[src/rtl/fing_synchronizer_hga.sv]
// CDC technique demonstrator: transfers uio_in to uo_out through a run-time selected
// crossing scheme (direct, raw clk_2 capture, multi-flop cascade, strobe synchronizer).
module fing_synchronizer_hga #(
    parameter int SYNC_STAGES = 2
) (
    input  logic       clk,
    input  logic       rst,
    input  logic       ena,
    input  logic [7:0] ui_in,
    input  logic [7:0] uio_in,
    output logic [7:0] uo_out,
    output logic [7:0] uio_out,
    output logic [7:0] uio_oe
);

    localparam logic [2:0] SEL_DIRECT  = 3'd0;
    localparam logic [2:0] SEL_CLK2    = 3'd1;
    localparam logic [2:0] SEL_CASCADE = 3'd2;
    localparam logic [2:0] SEL_STROBE  = 3'd4;

    logic [2:0] sel;
    logic       clk_2;
    logic       stb;

    assign clk_2 = ui_in[0];
    assign sel   = ui_in[3:1];
    assign stb   = ui_in[4];

    logic                        c2_q;
    logic                        c2_d;
    logic [SYNC_STAGES-1:0][7:0] dsync;
    logic [SYNC_STAGES-1:0]      ssync;
    logic                        ssync_d;
    logic [7:0]                  out_q;
    logic [7:0]                  out_next;
    logic                        c2_rise;
    logic                        stb_pulse;

    assign c2_rise   = c2_q & ~c2_d;
    assign stb_pulse = ssync[SYNC_STAGES-1] & ~ssync_d;

    // NOTE: out_next gets its hold value first so every path assigns it and no latch is inferred.
    always_comb begin
        out_next = out_q;
        case (sel)
            SEL_DIRECT:  out_next = uio_in;
            SEL_CLK2:    if (c2_rise) out_next = uio_in;
            SEL_CASCADE: out_next = dsync[SYNC_STAGES-1];
            SEL_STROBE:  if (stb_pulse) out_next = uio_in;
            default:     out_next = out_q;
        endcase
    end

    // Helper chains advance every enabled cycle regardless of sel, so a mode change never restarts them.
    // NOTE: the synchronizer chains are cleared on reset like any other register; a stale level
    // left in them would otherwise fire a spurious strobe or cascade value after reset.
    always_ff @(posedge clk) begin
        if (rst) begin
            c2_q    <= 1'b0;
            c2_d    <= 1'b0;
            dsync   <= '0;
            ssync   <= '0;
            ssync_d <= 1'b0;
            out_q   <= 8'h00;
        end else if (ena) begin
            c2_q    <= clk_2;
            c2_d    <= c2_q;
            dsync   <= {dsync[SYNC_STAGES-2:0], uio_in};
            ssync   <= {ssync[SYNC_STAGES-2:0], stb};
            ssync_d <= ssync[SYNC_STAGES-1];
            out_q   <= out_next;
        end
    end

    assign uo_out  = out_q;
    assign uio_out = 8'h00;
    assign uio_oe  = 8'h00;

    logic unused;
    assign unused = &{1'b0, ui_in[7:5], 1'b0};

endmodule

[config.mk]
export PLATFORM = sky130hd
export DESIGN_NAME = fing_synchronizer_hga
export DESIGN_NICKNAME = d
export VERILOG_FILES = /design/src/rtl/fing_synchronizer_hga.sv
export SDC_FILE = /design/constraint.sdc
export NUM_CORES = 1
export LEC_CHECK = 0
export CAP_MARGIN = 20
export CORE_MARGIN = 1
export CORE_UTILIZATION = 45
export CTS_CLUSTER_DIAMETER = 100
export CTS_CLUSTER_SIZE = 25
export DETAILED_ROUTE_END_ITERATION = 10
export HOLD_SLACK_MARGIN = 0.12
export PLACE_DENSITY = 0.78
export SETUP_SLACK_MARGIN = 0.3
export SLEW_MARGIN = 25
export SYNTH_ARGS = -nofsm -noshare
export SYNTH_HDL_FRONTEND = slang
export SYNTH_SLANG_ARGS = --single-unit
[constraint.sdc]
create_clock -name clk -period 1.9 [get_ports clk]
set_input_delay 0.38 -clock clk [delete_from_list [all_inputs] [get_ports clk]]
set_output_delay 0.38 -clock clk [all_outputs]
set_load 0.03 [all_outputs]
# Word-level counts from Yosys, hierarchy flattened
# Index checks and enable logic that the tools add are counted.
# op_classes
n_eq_ne	5
muxes	3
bitwise_logic	4
reduce_logical	3
# ops
operator	count
8-bit case mux with 4 select lines	1
8-bit two-way mux	2
2-bit inequality test (second input constant)	2
4-bit AND reduction	1
4-bit nonzero test	1
3-bit by 1-bit == test with 1-bit output (second input constant)	1
3-bit by 2-bit == test with 1-bit output (second input constant)	1
3-bit == test (second input constant)	1
3-bit zero test	1
1-bit bitwise AND	2
1-bit inverter	2
# totals
regBits	29
in_bits	19
out_inout_bits	24
elab_cells	22

# Depth between registers and ports, before layout
# Gate-level depths: netlist (run 1).
# depth
depth_word	4
ltp_mapped	5
depth_no_buf	3

# Worst setup path after synthesis (run 1)
# No wires, ideal clock.
# synth_path
kind	input -> register
startpoint	input port ui_in[3]
endpoint	register out_q[0], in the netlist uo_out[0]
setup_ns	0.096
t_arrival_ns	1.590
t_required_ns	1.804
path_slack_ns	0.215
path_stages	3
n_path_buf	0
path_cell_list	or4b_4 -> a221o_1 -> a221oi_1
# synth_between
elab_chain_cells	3
word_cells_on_any_way	9
classes_between	5 x eq/ne; 1 x mux; 3 x reduce/logical
# synth_rtl
item	line_no	text
from (decl)	9	input logic [7:0] ui_in,
3-bit == test, or another cell as far along	45	case (sel)
4-bit nonzero test (no line) / 2-bit inequality test (equally long branches)	-	
4-bit AND reduction (no line)	-	
to (signal assigned)	71	out_q <= out_next;
to (decl)	34	logic [7:0] out_q;
# Several ways; a longest one is shown, not always the timed one.
# A chain may end at the register's enable or synchronous reset.

# Final worst setup path (run 1)
# layout_path
startpoint	input port ui_in[3]
endpoint	register out_q[2], in the netlist uo_out[2]
# The elaborated chain is that of the path after synthesis.

==> flow_results.org, run 1 <==
** Floorplan
- Die span in y :: 56.2 um
- Die extent in x :: 56.2 um
- Once the floorplan was initialized, standard cells occupied 47.6% of the core.
- Core Footprint :: 2780 um2
- The floorplan step defined a die boundary enclosing 3160 um2.
- Floorplan row count :: 19
- In this run the count of I/O pins placed on the die edge is 43.

** Finish
- From synthesis to final layout, the design area changed by 23.1%.
- The count of cells in the finished layout, fillers not included, comes to 193.
- Leaving out fill and tap cells, the most frequent cells in the layout are sky130_fd_sc_hd__dfxtp_1 (27), sky130_fd_sc_hd__mux2i_1 (21), sky130_fd_sc_hd__nor2_1 (21), sky130_fd_sc_hd__conb_1 (16), sky130_fd_sc_hd__clkdlybuf4s50_1 (13).
- The post-route netlist has 15.4% of its cells at a drive strength greater than 1.
- Layout Utilization :: around three fifths
- Net count of the finished layout :: around 180
- The library cell used most frequently in the layout, excluding fill and tap cells, is sky130_fd_sc_hd__dfxtp_1.
- 0 antenna diodes ended up in the layout.

** Synthesis
- Yosys reg bits :: 29
- During synthesis, Yosys emitted a total of 0 warnings.
- The average instance in the mapped netlist occupies 9.73 um2.
- The cell count after synthesis came out at 136.
- Of the synthesized area, sequential elements account for 43.9%.
- Count of distinct cell types in the synthesized netlist :: 16
- Total standard cell area after synthesis :: ~1300 um2

** Power
- Leakage :: 0.707 nW
- Largest vdd supply drop :: approximately 0.52 mV
- Power density cells :: roughly 740 nW/um2

** Drt
- Detailed routing inserted a total of 987 vias.
- Final routed DRC violation total :: 0
- Wires add up to 2.56 mm.
- Post-detailed-route wirelength per cell :: 13.3 um
- Number of iterations in the first detailed-routing pass :: 4
- Met3 layer wire length in the routed design :: ~130 um
- In this run the top signal layer used is met4.
- Summed over all nets, wire length on met2 after detailed routing comes to ~1.2 mm.
- For this block, wires on met1 add up to 1.15 mm.
- Once detail routing completed, the nets flagged for antenna violations numbered 0.
- Starting DRC count in detailed routing :: 20
- Routed via count divided by cell count :: 5.11

** STA
- Final hold slack :: 0.469 ns
- The final number of hold-violating endpoints is 0.
- The worst path uses around nine tenths of the clock period.
- The max-slew violation total from the final report is 0.
- Setup violations remaining at the end of the flow were counted as 0.
- Static timing analysis puts the maximum clock frequency at about 580 MHz.
- Final clock skew :: 0.00962 ns
- Setup repair after global routing could not meet its margin everywhere.
- For the finished layout, the period the worst path requires is 1.72 ns.

** GRT
- The number of global-route vias before repair is 921.
- Entering global routing, the biggest net connects 30 pins.
- The number of antenna violations at the first check in global routing is 0.
- For this run, the total global-route usage over all layers was measured as 17.4%.
- First-pass GRT wire length :: 4.15 mm
- The total overflow left after global routing is 0.

** Placement
- The wire-length estimate of the detail-placed layout is 1.77 mm.
- Buffers placed on the I/O ports in this run total 23.
- Placed instance count :: ~190
- At the end of routability-driven placement, the weighted congestion stood at 0.743.

** CTS
- TritonCTS clock tree :: done
- Count of H-tree levels built during CTS :: 2
- Number of sinks on the clock net :: 29
- The clock passes through at most 2 buffers.
- Clock-pin slew was measured on the worst setup and hold paths at ~0.08 ns.
- Buffers inserted to repair hold after CTS numbered 0.
- Insertion delay of the later-clocked pin in the worst-skew pair :: around 0.32 ns
- In this run, CTS created clock tree buffers numbering 5.
- The tree is rooted in a sky130_fd_sc_hd__clkbuf_4.

** Setup path
- The worst setup path is launched from a primary input.
- Largest fanout on the critical path :: 8
- Endpoint class of the critical path :: flip-flop
- For the worst setup path, the data required time is 2.13 ns.
- Worst endpoint data arrival time :: 1.95 ns
- The critical path in this run is classified as primary input to flip-flop.

** Flow run
- Max_cap viols :: 0

** Run status
- The run finished with clean final reports.

** Worst hold path
- The worst hold path belongs to the class flip-flop to flip-flop.
-- cell families after synthesis --
family	count (synthesis)	share of synthesized area (%)
mux	21	15.9
flops	29	43.9
buf+inv	35	14.5
other cells	1	0.283
compound gates	18	11.2
simple gates	32	14.4
-- power by group --
part	switching [mW]	internal, mW	total (mW)
clock	0.194	0.128	0.322
sequential	0.0148	0.638	0.653
combinational	0.141	0.0916	0.233
total	0.350	0.857	1.21
-- Yosys cell counts --
library cell | instances | area (um2)
sky130_fd_sc_hd__a22oi_1 | 1 | 7.51
sky130_fd_sc_hd__conb_1 | 1 | 3.75
sky130_fd_sc_hd__a221o_1 | 1 | 10.0
sky130_fd_sc_hd__clkinv_1 | 1 | 3.75
sky130_fd_sc_hd__a221oi_1 | 8 | 70.1
sky130_fd_sc_hd__inv_1 | 8 | 30.0
sky130_fd_sc_hd__nor4bb_1 | 8 | 80.1
sky130_fd_sc_hd__dfxtp_1 | 29 | 581
sky130_fd_sc_hd__or4b_4 | 1 | 13.8
sky130_fd_sc_hd__nor2_1 | 21 | 78.8
sky130_fd_sc_hd__mux2i_1 | 21 | 210
sky130_fd_sc_hd__clkbuf_1 | 8 | 30.0
sky130_fd_sc_hd__a211oi_1 | 8 | 60.1
sky130_fd_sc_hd__buf_1 | 2 | 7.51
sky130_fd_sc_hd__buf_4 | 16 | 120
sky130_fd_sc_hd__or3b_1 | 2 | 17.5
-- critical path, stage by stage --
cell and delay, ns:
sky130_fd_sc_hd__dlygate4sd2_1 0.24, sky130_fd_sc_hd__or4b_4 0.54, sky130_fd_sc_hd__a221o_2 0.48, sky130_fd_sc_hd__a221oi_2 0.31
-- final timing paths --
kind	start	endpoint	slack, ns	cells past startpoint
hold reg to reg	uo_out[0]	uo_out[0]	0.47	2
hold / removal	uo_out[0]	uo_out[0]	0.47	2
setup / recovery	ui_in[3]	uo_out[2]	0.18	4
setup reg to reg	c2_d	uo_out[2]	0.21	3
-- registers in the layout (all words and copies together) (netlist names) --
signal	count
c2_q	1
ssync	2
c2_d	1
uo_out	8
dsync	16
ssync_d	1
-- per-layer routing --
| metal | vias to the layer above | GRT usage (%) |
|---|---|---|
| met5 | - | 0 |
| met4 | 0 | 8.36 |
| met3 | 5 | 7.21 |
| met2 | 30 | 28.6 |
| met1 | 453 | 19.6 |
| li1 | 499 | - |
-- final cells by class --
cell class	instances	area, um2
fillers	249	1150
well taps	31	38.8
clock buffers	5	37.5
inverters	9	33.8
flip-flops and latches	29	583
repair buffers	31	278
multi-input cells	87	653
clock inverters	1	5.00
-- per-stage QoR --
step	power (mW)	cell area, um2	TNS [ns]	worst slack, ns
after global routing	1.27	1630	0	0.152
after CTS	1.22	1620	0	0.141
after detailed placement	0.894	1550	-2.21	-0.322
after floorplan	0.837	1380	0	0.270
after global placement	0.887	1550	-1.76	-0.223
final	1.21	1630	0	0.181
-- repair_timing --
| item | 4_1_cts | 5_1_grt |
|---|---|---|
| resized for setup | 17 | 3 |
| endpoints found under the setup margin | 16 | 8 |
| buffers inserted | 0 | 0 |
| pin swaps | 3 | 4 |
No activity file was read; power rests on OpenSTA's default activity.
==> run 2: changes to the inputs <==
--- a/config.mk
+++ b/config.mk
@@ -7,12 +7,13 @@
 export LEC_CHECK = 0
 export CAP_MARGIN = 20
 export CORE_MARGIN = 1
-export CORE_UTILIZATION = 45
+export CORE_UTILIZATION = 47
+export CTS_BUF_LIST = sky130_fd_sc_hd__clkbuf_8
 export CTS_CLUSTER_DIAMETER = 100
 export CTS_CLUSTER_SIZE = 25
 export DETAILED_ROUTE_END_ITERATION = 10
 export HOLD_SLACK_MARGIN = 0.12
-export PLACE_DENSITY = 0.78
+export PLACE_DENSITY = 0.81
 export SETUP_SLACK_MARGIN = 0.3
 export SLEW_MARGIN = 25
 export SYNTH_ARGS = -nofsm -noshare
==> flow_results.org, run 2 (synthesis gave the netlist of run 1 again) <==
** Setup path
- CP Cell Sequence :: or4b_4, a221o_2, a221oi_1
- Capture instance of the worst register-to-register path :: uo_out[0]
- For this run, the slowest stage of the critical path takes 0.52 ns.
- STA classifies the critical path startpoint as a flip-flop.
- R2r worst-path depth :: 3
- Destination of the critical timing path :: uo_out[0]
- The worst setup path is captured at a flip-flop.
- Type of the worst setup path :: flip-flop to flip-flop
- Worst Path Required :: 2.08 ns
- In this run the critical register-to-register path is launched from c2_d.
- Start point of the critical path :: c2_d
- Setup slack on the worst reg-to-reg path comes out at 0.22 ns.
- STA puts the critical path data arrival time at 1.86 ns.
- For this design, the slowest cell found on the critical path is sky130_fd_sc_hd__or4b_4.
- Largest fanout on the critical path :: 8

** STA
- Setup violations remaining at the end of the flow were counted as 0.
- Hold violation count in the final report :: 0
- Final worst path period share :: 88.2%
- The max-slew violation total from the final report was 0.
- Across the routed clock network, the largest skew measured is 0.00583 ns.
- Setup repair after global routing could not meet its margin everywhere.
- The tightest hold path in the finished design has a slack of 0.468 ns.
- Clock period minus worst slack :: approximately 1.7 ns
- For this run, the top clock speed supported by timing is about 600 MHz.

** Worst hold path
- The worst hold path belongs to the class flip-flop to flip-flop.

** GRT
- First-pass GRT wire length :: 3.93 mm
- Across every metal layer, demand over resource in global routing totals 19.1%.
- Total grt overflow :: 0
- Entering global routing, the biggest net connects 30 pins.
- The number of global-route vias before repair came to 880.
- Initial antenna violation count :: 0

** Placement
- In this run the tool buffered the top-level ports with 23 buffer cells.
- Placed Instance Area :: 1550 um2
- Weighted congestion at the end of routability-driven global placement :: 0.747
- The wire-length estimate of the detail-placed layout is 1.81 mm.

** CTS
- Insertion delay of the later-clocked pin in the worst-skew pair :: 0.28 ns
- CTS Hold Buffers Added :: 0
- Clock-pin slew was measured on the worst setup and hold paths at 0.06 ns.
- Deepest clock path buffer count :: 2
- Count of H-tree levels built during CTS :: 2
- The root buffer cell chosen for the clock tree is sky130_fd_sc_hd__clkbuf_8.
- TritonCTS clock tree :: done
- Number of sinks on the clock net :: 29
- Post-CTS setup repair buffer count :: 0
- Number of clock buffers inserted by TritonCTS :: 5

** Drt
- Routed via count divided by cell count :: 5.10
- In this run the remaining antenna-violating nets after routing total 0.
- The detailed router placed 984 vias in this run.
- Final routed DRC violation total :: 0
- Dividing the detail-routed wire length by the instance count gives roughly 13 um.
- The final layout contains routed wiring with a total length of 2.52 mm.
- Number of iterations in the first detailed-routing pass :: 4
- The detailed router finished its first iteration with 9 violations.

** Finish
- In the final layout, the share of cells above drive strength 1 is between 10% and 20%.
- Net count of the finished layout :: 182
- The number of antenna diodes in the final layout is 0.
- The register with the most flip-flops in the layout has 16 of them.
- Fill cell count :: 210
- The finished cells cover 1650 um2.
- Leaving out fill and tap cells, the most frequent cell in the layout is sky130_fd_sc_hd__dfxtp_1.
- From synthesis to final layout, the design area changed by 24.7%.
- Measured on the finished design, the core utilization comes to 64.3%.
- Most frequent cells in the layout :: sky130_fd_sc_hd__dfxtp_1 (27), sky130_fd_sc_hd__mux2i_1 (21), sky130_fd_sc_hd__nor2_1 (21), sky130_fd_sc_hd__conb_1 (16), sky130_fd_sc_hd__clkdlybuf4s50_1 (13)
- Register ranked first by flip-flop count :: dsync

** Floorplan
- The total area inside the core boundary comes to 2570 um2.
- The die covers 3030 um2.
- Measured along the y axis, the die boundary spans 55.1 um.
- Effective utilization at floorplan :: 51.6%
- Number of top-level pins :: 43
- Die extent in x :: 55.1 um
- Floorplan row count :: 18

** Flow run
- Max_cap viols :: 0

** Power
- Largest vdd supply drop :: 0.642 mV
- Leakage :: 0.727 nW
- Power density cells :: 833 nW/um2

** Run status
- Run status :: finished clean
==> run 2: cell types whose count changed in the layout (fill, tap and decap cells not counted), sizes merged <==
cell / before / now
buf: 8 / 9
clkbuf: 5 / 6
clkdlybuf4s15: 0 / 1
clkinv: 2 / 1
dlygate4sd2: 10 / 8
inv: 8 / 9
==> run 2: layout make-up <==
cell class / instances / area [um2] / area share (%)
repair buffers: 31 / 275 / 16.7
multi-input cells: 87 / 634 / 38.4
inverters: 9 / 33.8 / 2.05
clock inverters: 1 / 3.75 / 0.227
clock buffers: 6 / 82.6 / 5.00
flip-flops and latches: 29 / 583 / 35.3
well taps: 30 / 37.5 / 2.27
==> run 2: critical path, delay by kind of cell (launching register included) <==
family | cells | cell delay (ns)
and+or+nand+nor | 1 | 0.52
AOI/OAI and AO/OA | 2 | 0.75
DFF | 1 | 0.32
==> run 2: how the worst min path moves through the flow <==
stage / slack (ns) / startpoint / endpoint / depth (start not counted)
2_1_floorplan: 0.45 / dsync[10] / dsync[10] / 2
3_3_place_gp: 0.46 / uo_out[6] / uo_out[6] / 2
3_5_place_dp: 0.47 / uo_out[6] / uo_out[6] / 2
4_1_cts: 0.47 / uo_out[5] / uo_out[5] / 2
5_1_grt: 0.49 / uo_out[6] / uo_out[6] / 2
6_report: 0.47 / uo_out[6] / uo_out[6] / 2
==> run 2: per-stage QoR <==
step | setup TNS, ns | cells | power (mW) | setup slack [ns]
floorplan | 0 | 151 | 0.837 | 0.270
global placement | -1.71 | 186 | 0.885 | -0.217
detailed placement | -2.39 | 186 | 0.894 | -0.367
CTS | 0 | 193 | 1.38 | 0.166
global route | 0 | 193 | 1.44 | 0.178
finish | 0 | 193 | 1.37 | 0.224
==> run 2: where the power goes <==
part	switching [mW]	leakage (nW)	total, mW	internal [mW]
logic	0.137	0.440	0.226	0.0896
clock network	0.214	0.0485	0.495	0.281
registers	0.0148	0.238	0.654	0.639
total	0.365	0.727	1.37	1.01
==> run 2: routing by layer <==
metal  vias to the layer above  global-route usage, %  wire [um]  share of wire (%)
met5                         -                      0          0                  0
met4                         0                   9.58         19               0.75
met2                        36                   31.7       1240                 49
li1                        498                      -          -                  -
met1                       446                   22.1       1110                 44
met3                         4                   6.01        155                6.1
==> run 2: timing repair <==
action,4_1_cts,5_1_grt
pin swaps,3,2
gates resized for setup,19,2
endpoints found under the setup margin,16,8
==> run 3: changes to the inputs <==
--- a/config.mk
+++ b/config.mk
@@ -14,6 +14,7 @@
 export DETAILED_ROUTE_END_ITERATION = 10
 export HOLD_SLACK_MARGIN = 0.12
 export PLACE_DENSITY = 0.81
+export REMOVE_ABC_BUFFERS = 1
 export SETUP_SLACK_MARGIN = 0.3
 export SLEW_MARGIN = 25
 export SYNTH_ARGS = -nofsm -noshare
==> flow_results.org, run 3 (synthesis gave the netlist of run 1 again) <==
** Power
- The analysis attributes to cell leakage a power of 0.727 nW.
- Power spread over the standard cell area amounts to 812 nW/um2.
- Largest vdd supply drop :: 0.615 mV
- Power comes to 1.36 mW.

** Finish
- The number of antenna diodes in the final layout is 0.
- In the final layout, flip-flops and latches occupy 582 um2.
- The library cells used most frequently in the layout, excluding fill and tap cells, are sky130_fd_sc_hd__dfxtp_1 (28), sky130_fd_sc_hd__mux2i_1 (21), sky130_fd_sc_hd__nor2_1 (21), sky130_fd_sc_hd__conb_1 (16), sky130_fd_sc_hd__clkdlybuf4s50_1 (13).
- Compared with the post-synthesis result, the final layout area differs by 26.6%.
- Cells fill 65.3% of the core in the end.
- Register ranked first by flip-flop count :: dsync
- Non-filler cells in the finished layout :: about 190
- The finished cells cover 1680 um2.
- The net count of the finished layout is 181.
- Most common cell after layout, fill and taps aside :: sky130_fd_sc_hd__dfxtp_1
- Counting the fill cells in the layout gives 208.
- The register with the most flip-flops in the layout has 16 of them.
- In the final layout, the multi-input gates occupy around 660 um2.
- Of the cells placed in the final design, the portion with a size suffix greater than 1 is 16.6%.

** Placement
- Buffers placed on the I/O ports in this run total 23.
- The congestion estimate from routability-driven global placement came to 0.733.
- The placed instances occupy a cell area of 1540 um2.
- Half-perimeter wire length after placement :: 1.67 mm
- Placed instance count :: approximately 190

** Floorplan
- Once the floorplan was initialized, standard cells occupied roughly half of the core.
- Die extent in x :: ~55 um
- The die is 55.1 um tall.
- Number of top-level pins :: 43
- The die covers about 3000 um2.
- Floorplan row count :: 18
- Core Footprint :: 2570 um2

** CTS
- Buffers inserted during clock tree synthesis total 5.
- Deepest clock path buffer count :: 2
- Clock-pin transition on the worst setup and hold timing paths :: ~0.060 ns
- For the worst-skew pair, the clock arrives at the later sink with an insertion delay of 0.28 ns.
- Post-CTS setup repair buffer count :: 0
- CTS Root Cell :: sky130_fd_sc_hd__clkbuf_8
- Number of sinks on the clock net :: 29
- CTS Hold Buffers Added :: 0
- Count of H-tree levels built during CTS :: 2
- TritonCTS clock tree :: done

** Setup path
- In this run the worst setup path begins at ui_in[3].
- Worst endpoint data arrival time :: 1.89 ns
- Kind of start point of the critical path :: primary input
- On the worst path, the slowest cell contributes a delay of around 0.53 ns.
- Data on the critical path is required at its endpoint by 2.09 ns.
- Startpoint of the worst register-to-register path :: c2_d
- CP Cell Sequence :: clkdlybuf4s15_2, or4b_4, a221o_2, a221oi_2
- Worst path slowest cell :: sky130_fd_sc_hd__or4b_4
- The worst setup path is captured at a flip-flop.
- Among cell families on the critical path, the largest total delay comes from compound AO/OA/AOI/OAI gates.
- Largest fanout on the critical path :: 8
- The number of buffers and inverters on the critical path is 1.
- Type of the worst setup path :: primary input to flip-flop

** Drt
- Starting DRC count in detailed routing :: 13
- The count of nets left with antenna violations once routing finished came out at 0.
- Final routed DRC violation total :: 0
- Total wirelength of the detailed-routed design :: 2.54 mm
- Number of iterations in the first detailed-routing pass :: 4
- Routed via count divided by cell count :: ~5.3
- Overall via count from detail_route :: 1031
- Post-detailed-route wirelength per cell :: approximately 13 um

** GRT
- The first global-routing pass estimated 3.94 mm of wire.
- Total grt overflow :: 0
- GRT Util Overall :: 19.3%
- Largest net degree at the start of global routing :: 30
- The number of antenna violations at the first check in global routing was 0.
- The number of global-route vias before repair is 862.

** Worst hold path
- The min-delay analysis places its worst path in the category flip-flop to flip-flop.
- In this run the most critical hold path is launched from uo_out[1].

** STA
- Setup violations remaining at the end of the flow were counted as 0.
- Setup repair after global routing missed its margin :: true
- The max-slew violation total from the final report is 0.
- In the finished design, the share of the clock period the worst path needs comes to 89.2%.
- Maximum clock frequency :: 590 MHz
- Hold violation count in the final report :: 0
- Final clock skew :: 0.000826 ns
- Clock period minus worst slack :: 1.70 ns

** Run status
- The flow ran to the end, and the final reports show no timing, DRC or antenna violations.

** Flow run
- Max_cap viols :: 0
==> run 3: routing by layer <==
layer	global-route usage (%)	routed length (um)
met5	0	0
met4	12.1	52
met3	6.01	157
met2	29.3	1300
met1	23.5	1030
==> run 3: worst register-to-register path: cells and delay by family (launching register included) <==
kind,cells,cell delay [ns]
AO/OA/AOI/OAI,2,0.79
AND/OR/NAND/NOR,1,0.51
flip-flops,1,0.31
==> run 3: metrics by stage <==
stage / setup TNS (ns) / setup slack [ns] / hold WS, ns
floorplan: 0 / 0.215 / 0.451
global placement: -2.31 / -0.291 / 0.459
detailed placement: -2.62 / -0.376 / 0.461
CTS: 0 / 0.227 / 0.467
global route: 0 / 0.170 / 0.492
finish: 0 / 0.204 / 0.471
==> run 3: layout make-up <==
class                   instances  area share [%]
flip-flops and latches         29            34.7
inverters                       9            2.02
clock buffers                   5            4.11
clock inverters                 3           0.822
repair buffers                 30            16.6
multi-input cells              87            39.5
well taps                      30            2.24
==> run 3: path summary, 6_finish.rpt <==
path / end / slack [ns] / depth (start not counted)
setup / recovery: uo_out[4] / 0.20 / 4
setup reg to reg: uo_out[4] / 0.21 / 3
hold reg to reg: uo_out[1] / 0.47 / 2
hold / removal: uo_out[1] / 0.47 / 2
==> run 3: what timing repair did <==
item / in CTS / in global routing
resized for setup: 24 / 1
endpoints found under the hold margin: 0 / 0
pin swaps: 10 / 2
setup endpoints to repair: 16 / 8
==> run 3: power by group <==
group / total [mW] / switching, mW / leakage (nW) / internal, mW
Clock: 0.474 / 0.226 / 0.0491 / 0.247
Sequential: 0.654 / 0.0152 / 0.238 / 0.639
Combinational: 0.233 / 0.140 / 0.440 / 0.0925
Total: 1.36 / 0.382 / 0.727 / 0.979
